`config.mk`:
```
export PLATFORM = sky130hd
export DESIGN_NAME = win_spill_fill
export DESIGN_NICKNAME = d
export VERILOG_FILES = /design/src/rtl/win_spill_fill.sv
export SDC_FILE = /design/constraint.sdc
export NUM_CORES = 1
export LEC_CHECK = 0
export CAP_MARGIN = 5
export CORE_UTILIZATION = 48
export CTS_CLUSTER_DIAMETER = 100
export DETAILED_ROUTE_END_ITERATION = 7
export PLACE_DENSITY = 0.95
export SETUP_SLACK_MARGIN = 0.5
export SYNTH_ARGS = -nofsm -noshare
export SYNTH_HDL_FRONTEND = slang
export SYNTH_SLANG_ARGS = --single-unit
```
`constraint.sdc`:
```
create_clock -name clock -period 3.5 [get_ports clock]
set_clock_uncertainty 0.2 [all_clocks]
set_input_delay 0.35 -clock clock [delete_from_list [all_inputs] [get_ports clock]]
set_output_delay 0.35 -clock clock [all_outputs]
set_load 0.02 [all_outputs]
```
`src/rtl/win_spill_fill.sv`:
```
// win_spill_fill: register-window spill/fill controller for the p18240 windowed register file.
// Optional build macro WIN_SPILL_STATS_EN adds saturating spill/fill window counters.
module win_spill_fill #(
   parameter int unsigned NWIN        = 7,
   parameter logic [15:0] SPILL_BASE  = 16'hF000,
   parameter int unsigned SPILL_WORDS = 256
) (
   input  logic        clock,
   input  logic        reset_L,
   input  logic        save_req,
   input  logic        restore_req,
   output logic        busy,
   output logic [1:0]  winAddSub,
   output logic [4:0]  rf_sel,
   input  logic [15:0] rf_rdata,
   output logic [15:0] rf_wdata,
   output logic        rf_load_L,
   output logic        mem_req,
   output logic        mem_we,
   output logic [15:0] mem_addr,
   output logic [15:0] mem_wdata,
   input  logic        mem_ack,
   input  logic [15:0] mem_rdata,
   output logic        win_err,
   output logic [15:0] spill_cnt,
   output logic [15:0] fill_cnt
);

   localparam int unsigned RES_W = $clog2(NWIN + 1);
   localparam int unsigned SP_W  = $clog2(SPILL_WORDS + 1);
   localparam logic [RES_W-1:0] RES_MAX = RES_W'(NWIN);
   localparam logic [RES_W-1:0] RES_ONE = RES_W'(1);
   localparam logic [SP_W-1:0]  SP_MAX  = SP_W'(SPILL_WORDS);
   localparam logic [SP_W-1:0]  SP_WIN  = SP_W'(4);

   typedef enum logic [2:0] {
      IDLE      = 3'd0,
      SPILL_REQ = 3'd1,
      FILL_REQ  = 3'd2,
      FILL_WR   = 3'd3,
      SHIFT     = 3'd4
   } state_t;

   state_t            state_q, state_d;
   logic [1:0]        k_q, k_d, k_inc;
   logic [4:0]        cwp_q, cwp_d;
   logic [4:0]        oldest_q, oldest_d;
   logic [RES_W-1:0]  res_q, res_d;
   logic [SP_W-1:0]   sp_q, sp_d, sp_dec;
   logic              shift_add_q, shift_add_d;
   logic              busy_d, win_err_d, rf_load_l_d, mem_req_d, mem_we_d;
   logic [1:0]        win_add_sub_d;
   logic [4:0]        rf_sel_d;
   logic [15:0]       rf_wdata_d, mem_addr_d;
   logic              spill_done, fill_done;

   assign k_inc  = k_q + 2'd1;
   assign sp_dec = sp_q - SP_WIN;

   // Spill data comes straight from the register file read port at rf_sel
   assign mem_wdata = (mem_req && mem_we) ? rf_rdata : 16'h0000;

   // Next-state and next-output logic
   always_comb begin
      state_d       = state_q;
      k_d           = k_q;
      cwp_d         = cwp_q;
      oldest_d      = oldest_q;
      res_d         = res_q;
      sp_d          = sp_q;
      shift_add_d   = shift_add_q;
      busy_d        = busy;
      win_add_sub_d = 2'b00;
      rf_sel_d      = rf_sel;
      rf_wdata_d    = rf_wdata;
      rf_load_l_d   = 1'b1;
      mem_req_d     = mem_req;
      mem_we_d      = mem_we;
      mem_addr_d    = mem_addr;
      win_err_d     = 1'b0;
      spill_done    = 1'b0;
      fill_done     = 1'b0;

      case (state_q)
         IDLE: begin
            busy_d = 1'b0;
            if (save_req && !restore_req) begin
               if (res_q < RES_MAX) begin
                  state_d       = SHIFT;
                  shift_add_d   = 1'b1;
                  busy_d        = 1'b1;
                  win_add_sub_d = 2'b10;
               end else if (sp_q == SP_MAX) begin
                  win_err_d = 1'b1;
               end else begin
                  state_d    = SPILL_REQ;
                  k_d        = 2'd0;
                  busy_d     = 1'b1;
                  mem_req_d  = 1'b1;
                  mem_we_d   = 1'b1;
                  mem_addr_d = SPILL_BASE + 16'(sp_q);
                  rf_sel_d   = oldest_q;
               end
            end else if (restore_req && !save_req) begin
               if (res_q > RES_ONE) begin
                  state_d       = SHIFT;
                  shift_add_d   = 1'b0;
                  busy_d        = 1'b1;
                  win_add_sub_d = 2'b01;
               end else if (sp_q == '0) begin
                  win_err_d = 1'b1;
               end else begin
                  state_d    = FILL_REQ;
                  sp_d       = sp_dec;
                  oldest_d   = oldest_q - 5'd4;
                  k_d        = 2'd0;
                  busy_d     = 1'b1;
                  mem_req_d  = 1'b1;
                  mem_we_d   = 1'b0;
                  mem_addr_d = SPILL_BASE + 16'(sp_dec);
               end
            end
         end

         SPILL_REQ: begin
            if (mem_ack) begin
               if (k_q != 2'd3) begin
                  k_d        = k_inc;
                  mem_addr_d = SPILL_BASE + 16'(sp_q) + 16'(k_inc);
                  rf_sel_d   = oldest_q + 5'(k_inc);
               end else begin
                  // Oldest window now lives in memory; the shift re-counts it as the new window
                  sp_d          = sp_q + SP_WIN;
                  oldest_d      = oldest_q + 5'd4;
                  res_d         = res_q - RES_ONE;
                  mem_req_d     = 1'b0;
                  mem_we_d      = 1'b0;
                  state_d       = SHIFT;
                  shift_add_d   = 1'b1;
                  win_add_sub_d = 2'b10;
                  spill_done    = 1'b1;
               end
            end
         end

         FILL_REQ: begin
            if (mem_ack) begin
               state_d     = FILL_WR;
               mem_req_d   = 1'b0;
               rf_wdata_d  = mem_rdata;
               rf_sel_d    = oldest_q + 5'(k_q);
               rf_load_l_d = 1'b0;
            end
         end

         FILL_WR: begin
            if (k_q != 2'd3) begin
               state_d    = FILL_REQ;
               k_d        = k_inc;
               mem_req_d  = 1'b1;
               mem_we_d   = 1'b0;
               mem_addr_d = SPILL_BASE + 16'(sp_q) + 16'(k_inc);
            end else begin
               state_d       = SHIFT;
               res_d         = res_q + RES_ONE;
               shift_add_d   = 1'b0;
               win_add_sub_d = 2'b01;
               fill_done     = 1'b1;
            end
         end

         SHIFT: begin
            state_d = IDLE;
            busy_d  = 1'b0;
            if (shift_add_q) begin
               cwp_d = cwp_q + 5'd4;
               res_d = res_q + RES_ONE;
            end else begin
               cwp_d = cwp_q - 5'd4;
               res_d = res_q - RES_ONE;
            end
         end

         default: begin
            state_d   = IDLE;
            busy_d    = 1'b0;
            mem_req_d = 1'b0;
            mem_we_d  = 1'b0;
         end
      endcase
   end

   // State and registered outputs
   always_ff @(posedge clock or negedge reset_L) begin
      if (!reset_L) begin
         state_q     <= IDLE;
         k_q         <= 2'd0;
         cwp_q       <= 5'd0;
         oldest_q    <= 5'd0;
         res_q       <= RES_ONE;
         sp_q        <= '0;
         shift_add_q <= 1'b0;
         busy        <= 1'b0;
         winAddSub   <= 2'b00;
         rf_sel      <= 5'd0;
         rf_wdata    <= 16'h0000;
         rf_load_L   <= 1'b1;
         mem_req     <= 1'b0;
         mem_we      <= 1'b0;
         mem_addr    <= 16'h0000;
         win_err     <= 1'b0;
      end else begin
         state_q     <= state_d;
         k_q         <= k_d;
         cwp_q       <= cwp_d;
         oldest_q    <= oldest_d;
         res_q       <= res_d;
         sp_q        <= sp_d;
         shift_add_q <= shift_add_d;
         busy        <= busy_d;
         winAddSub   <= win_add_sub_d;
         rf_sel      <= rf_sel_d;
         rf_wdata    <= rf_wdata_d;
         rf_load_L   <= rf_load_l_d;
         mem_req     <= mem_req_d;
         mem_we      <= mem_we_d;
         mem_addr    <= mem_addr_d;
         win_err     <= win_err_d;
      end
   end

`ifdef WIN_SPILL_STATS_EN
   // Saturating completed-window counters
   always_ff @(posedge clock or negedge reset_L) begin
      if (!reset_L) begin
         spill_cnt <= 16'h0000;
         fill_cnt  <= 16'h0000;
      end else begin
         if (spill_done && (spill_cnt != 16'hFFFF)) spill_cnt <= spill_cnt + 16'd1;
         if (fill_done && (fill_cnt != 16'hFFFF))   fill_cnt  <= fill_cnt + 16'd1;
      end
   end
`else
   logic unused_stats;
   assign unused_stats = spill_done | fill_done;
   assign spill_cnt    = 16'h0000;
   assign fill_cnt     = 16'h0000;
`endif

endmodule
```
# --- Yosys cells after proc, flatten, opt, wreduce, memory -nomap -nowiden ---
# Cells that the tools add are included.
word_totals:
  output_inout_bits: 92
  ff_bits: 67
  mem_count: 0
  wordCells: 185
  mem_bits_rw: 0
  latch_bits: 0
  romBits: 0
classes:
  mux: 104
  shift: 0
  div: 0
  reduce_logical: 22
  n_bitwise: 2
  multipliers: 0
  addsub: 12
  n_eq_ne: 28
  n_lt_le_gt_ge: 2
op_table:
  columns: ["operator", "n"]
  rows:
  - ["two-way mux 16 bit", 9]
  - ["two-way mux 5 bit", 12]
  - ["two-way mux 9 bit", 6]
  - ["case mux 16 bit (3 select lines)", 1]
  - ["two-way mux 3 bit", 14]
  - ["two-way mux 1 bit", 39]
  - ["adder 13 x 10 -> 14 bit (first input constant)", 2]
  - ["inequality test 2 bit (second input constant)", 14]
  - ["AND reduction 7 bit", 4]
  - ["two-way mux 2 bit", 12]
  - ["inequality test 3 bit (second input constant)", 7]
  - ["case mux 9 bit (2 select lines)", 1]
  - ["adder 14 x 3 -> 15 bit", 1]
  - ["case mux 5 bit (3 select lines)", 1]
  - ["case mux 2 bit (3 select lines)", 2]
  - ["case mux 3 bit (4 select lines)", 1]
  - ["adder 5 x 2 -> 5 bit", 2]
  - ["case mux 5 bit (2 select lines)", 1]
  - ["AND reduction 10 bit", 1]
  - ["adder 9 x 3 -> 9 bit (second input constant)", 1]
  - ["equality test 9 bit (second input constant)", 1]
  - ["logical NOT 9 bit", 1]
  - ["case mux 3 bit (3 select lines)", 1]
  - ["AND reduction 9 bit", 1]
  - ["other kinds (27)", 35]

# --- Depth between registers and ports, before layout ---
depth:
  word_depth: 7
  ltp_mapped: 7

# --- Worst setup path before layout ---
# No wires, ideal clock.
synth_path:
  kind: "flip-flop to flip-flop"
  startpoint: "register k_q[0]"
  endpoint: "register mem_addr[2]"
  t_required_ns: 3.175
  n_path_buf: 1
  path_stages_with_launch: 7
  path_slack_ns: 1.113
  arrival_time_ns: 2.063
  setup_time_ns: 0.125
  cell_sequence: "dfrtp_1 ha_1 clkbuf_1 o21ba_2 a21oi_1 a311oi_4 mux2_2"
synth_between:
  elab_chain_cells: 5
  word_cells_on_any_way: 6
synth_rtl:
  columns: ["item", "line_no", "text"]
  rows:
  - ["start: declaration", "45", "logic [1:0] k_q, k_d, k_inc;"]
  - ["start signal: assignment", "214", "k_q <= k_d;"]
  - ["adder 2 x 1 -> 2 bit", "57", "assign k_inc = k_q + 2'd1;"]
  - ["adder 14 x 3 -> 15 bit", "129, 162", null]
  - ["two-way mux 16 bit (*)", "127, 157", null]
  - ["two-way mux 16 bit", "126", "if (mem_ack) begin"]
  - ["case mux 16 bit (3 select lines) (*)", "84", "case (state_q)"]
  - ["end signal: assignment", "227", "mem_addr <= mem_addr_d;"]
  - ["end: declaration", "20", "output logic [15:0] mem_addr,"]
# Every way passes the cells marked *; elsewhere a longest branch is shown, timed or not. The select of a mux whose other input is x is not followed.
# A chain may end at the register's enable or synchronous reset.

# --- Worst setup path in the final report ---
layout_path:
  startpoint: "register state_q[1]"
  endpoint: "register oldest_q[3]"
layout_between:
  elab_chain_cells: 3
  word_cells_on_any_way: 11
layout_rtl:
  columns: ["item", "line_no", "text"]
  rows:
  - ["start: declaration", "44", "state_t state_q, state_d;"]
  - ["start signal: assignment", "213", "state_q <= state_d;"]
  - ["equality test 3 x 1 -> 1 bit / logical NOT 3 bit (equally long branches)", "84", null]
  - ["inequality test 2 bit (no line) / nonzero test 2 bit (equally long branches)", null, null]
  - ["AND reduction 7 bit (no line)", null, null]
  - ["end signal: assignment", "216", "oldest_q <= oldest_d;"]
  - ["end: declaration", "47", "logic [4:0] oldest_q, oldest_d;"]
# Several ways; a longest one is shown, not always the timed one.

==> reports/results.ini <==
[place]
gp_congestion=0.9341
numPortBuffers=93
pre_cts_slack_ps=585.6
dpl_cell_area_um2=4242
dp.final_hpwl_um=5626

[layout]
antenna_cells=0
fillerInstances=517
area_growth_pct=28.96
regArea_um2=1379
layout.nets=454
final_core_util_pct=64.13
fin_area_um2=4357
drive_gt1_share_pct=15.16
multi_input_area_um2=1709

[min_path]
min_delay_path_depth=1
min_from=mem_addr[8]$_DFFE_PN0P_
hp-class=reg2reg
holdPathEnd=mem_addr[8]$_DFFE_PN0P_

[clock_network]
cts_buffers=5
root_buffer=clkbuf_8
postCtsSetupRepairBufs=0
cts_tree=done
clockBufferDepth=2
worstSkewPairLatency_ps=320
cts.sinks=55
htree_levels=2
path_clk_slew_ps=110

[floorplanning]
core-area_um2=6794
ios=129
fp.dieArea_um2=7377
dieHeight_um=85.89
die_width_um=85.89
initial_utilization_pct=49.72
num_rows=30

[setup_path]
r2r-start=state_q[1]$_DFFE_PN0P_
crit_type=reg2reg
required_ps=3510
worstPathArrival_ps=2670
cp-start-kind=register
path_max_fanout=24
reg2regPathDepth=4
reg2reg_slack_ps=840
cp-end-kind=register
r2r_end=oldest_q[3]$_DFFE_PN0P_

[grt]
grtUsageMet1_pct=25.67
grt_pass1_wl_um=11960
top_usage_layer=met2
grtUsageMet2_pct=35.79
track_usage_pct=20.79
grt-ovfl-total=0
grt_pass1_vias=2547
grt_max_degree=29
grt_antenna_before_repair=0
use_met3_pct=4.716

[synth]
synth_ff_type=dfrtp_1
synth_area_leaders=dfrtp_1 (39%), mux2_2 (9.7%), buf_4 (8.4%), and3_1 (3.7%), xor2_1 (3.4%)
synth-edff-count=0
synth-seq-cells=55
yosysSeqAreaShare_pct=40.81
yosysMostFrequentCell=dfrtp_1
synth.avg_cell_area_um2=10.46
async_flop_share_pct=100.0
yosysUniqueCellTypes=60
synth_top_area_share_pct=39.26
yosys_warnings=0
netlist_area_um2=3378
synth_top_cells_by_count=dfrtp_1 (53), buf_4 (38), mux2_2 (29)
syn_inst=323
yosysTopAreaCell=dfrtp_1

[job]
cap_violations=0

[route]
num_vias=2674
via_per_inst=5.295
dr.pass1.iters=5
wl_per_cell_um=14.88
wl_um=7515
drc_errors=0
drtIter0Drc=239
ant_nets=0

[sta]
rsz0062_at_grt=no
period_needed_ps=2659
hold_violations=0
fin_ws_ps=840.9
timing.slew.headroom_pct=42.01
drv_slew=0
setup_tns_ps=0
setup_violations=0
worst_pin_slew_ps=868.0
max_freq_ghz=0.3761
period_share_pct=75.97

[power_and_ir_drop]
power_density_nw_per_um2=826.3
power_leakage_nw=1.955
ir_worst_vdd_mv=0.4244

[outcome]
run_status=completed

-- what timing repair did --
| action | in CTS | in global routing |
|---|---|---|
| resized for setup | 0 | 1 |
| endpoints found under the hold margin | 26 | 0 |
| hold buffers | 1 | 0 |
| endpoints found under the setup margin | 0 | 1 |
-- cells in the final DEF, fill, tap and decap left out, drive strengths merged, types with 5 or more instances in the layout --
master	Yosys	final
and3	20	20
nand3	6	6
clkdlybuf4s50	0	92
a21oi	13	13
inv	16	19
nand4	8	8
nand2	10	10
xnor2	7	7
conb	1	35
clkbuf	16	5
buf	41	8
o21ai	12	12
xor2	13	13
dfrtp	53	53
ha	8	8
nor2	7	7
mux2	30	30
-- metrics by stage --
step	hold WS, ps	cells	total power [mW]
floorplan	-145.6	357	2.491
global placement	185.7	496	3.124
detailed placement	207.3	496	3.197
CTS	301.7	505	3.609
global route	302.0	505	3.832
finish	302.0	505	3.600
-- power breakdown --
part	switching [mW]	leakage, nW	internal, mW	total (mW)
clock network	0.243	0.0526	0.154	0.397
logic	1.03	1.22	0.966	2.00
registers	0.295	0.684	0.909	1.20
total	1.57	1.95	2.03	3.60
-- metal layers --
metal  vias up  wire [um]  part of all wire [%]
met5         -          0                     0
met3        14        473                   6.3
met1      1280       3083                    41
met2       137       3836                    51
met4         0        121                   1.6
li1       1243          -                     -
-- registers in the layout, summed over array words and instances (netlist names), 2 cells and up --
signal and cells:
sp_q 7, winAddSub 2, mem_addr 9, rf_wdata 16, oldest_q 3, res_q 3
state_q 3, rf_sel 5
-- kinds of logic after synthesis --
| family | Yosys count | synth area share [%] |
|---|---|---|
| adder cells (fa/ha/maj) | 9 | 3.556 |
| flip-flops | 55 | 40.81 |
| AO/OA/AOI/OAI | 52 | 12.22 |
| AND/OR/NAND/NOR | 79 | 14.41 |
| buffers and inverters | 73 | 12.52 |
| XOR/XNOR | 20 | 5.185 |
| multiplexers | 34 | 11.19 |
| other | 1 | 0.1110 |
-- cell type report --
class	count	share of cell area [%]
Timing Repair Buffer	101	22.69
Sequential cell	55	31.65
Clock inverter	3	0.7180
Inverter	16	1.379
Clock buffer	5	1.580
Tap cell	96	2.757
Multi-Input combinational cell	229	39.23
-- worst max-delay path by stage --
stage	startpoint	end	slack, ps	cells past startpoint
floorplan	k_q[0]$_DFFE_PN0P_	mem_addr[2]$_DFFE_PN0P_	1110	6
global placement	save_req	mem_addr[6]$_DFFE_PN0P_	670	8
detailed placement	save_req	mem_addr[7]$_DFFE_PN0P_	590	8
CTS	state_q[1]$_DFFE_PN0P_	oldest_q[4]$_DFFE_PN0P_	740	6
global route	state_q[1]$_DFFE_PN0P_	oldest_q[3]$_DFFE_PN0P_	740	4
finish	state_q[1]$_DFFE_PN0P_	oldest_q[3]$_DFFE_PN0P_	840	4
-- critical path, cell delays in order (launching register included) --
cell	delay (ps)
dfrtp_1	650
nor3_2	710
o2111ai_4	330
nand2_1	280
mux2_2	370
(Power assumes the default switching activity.)
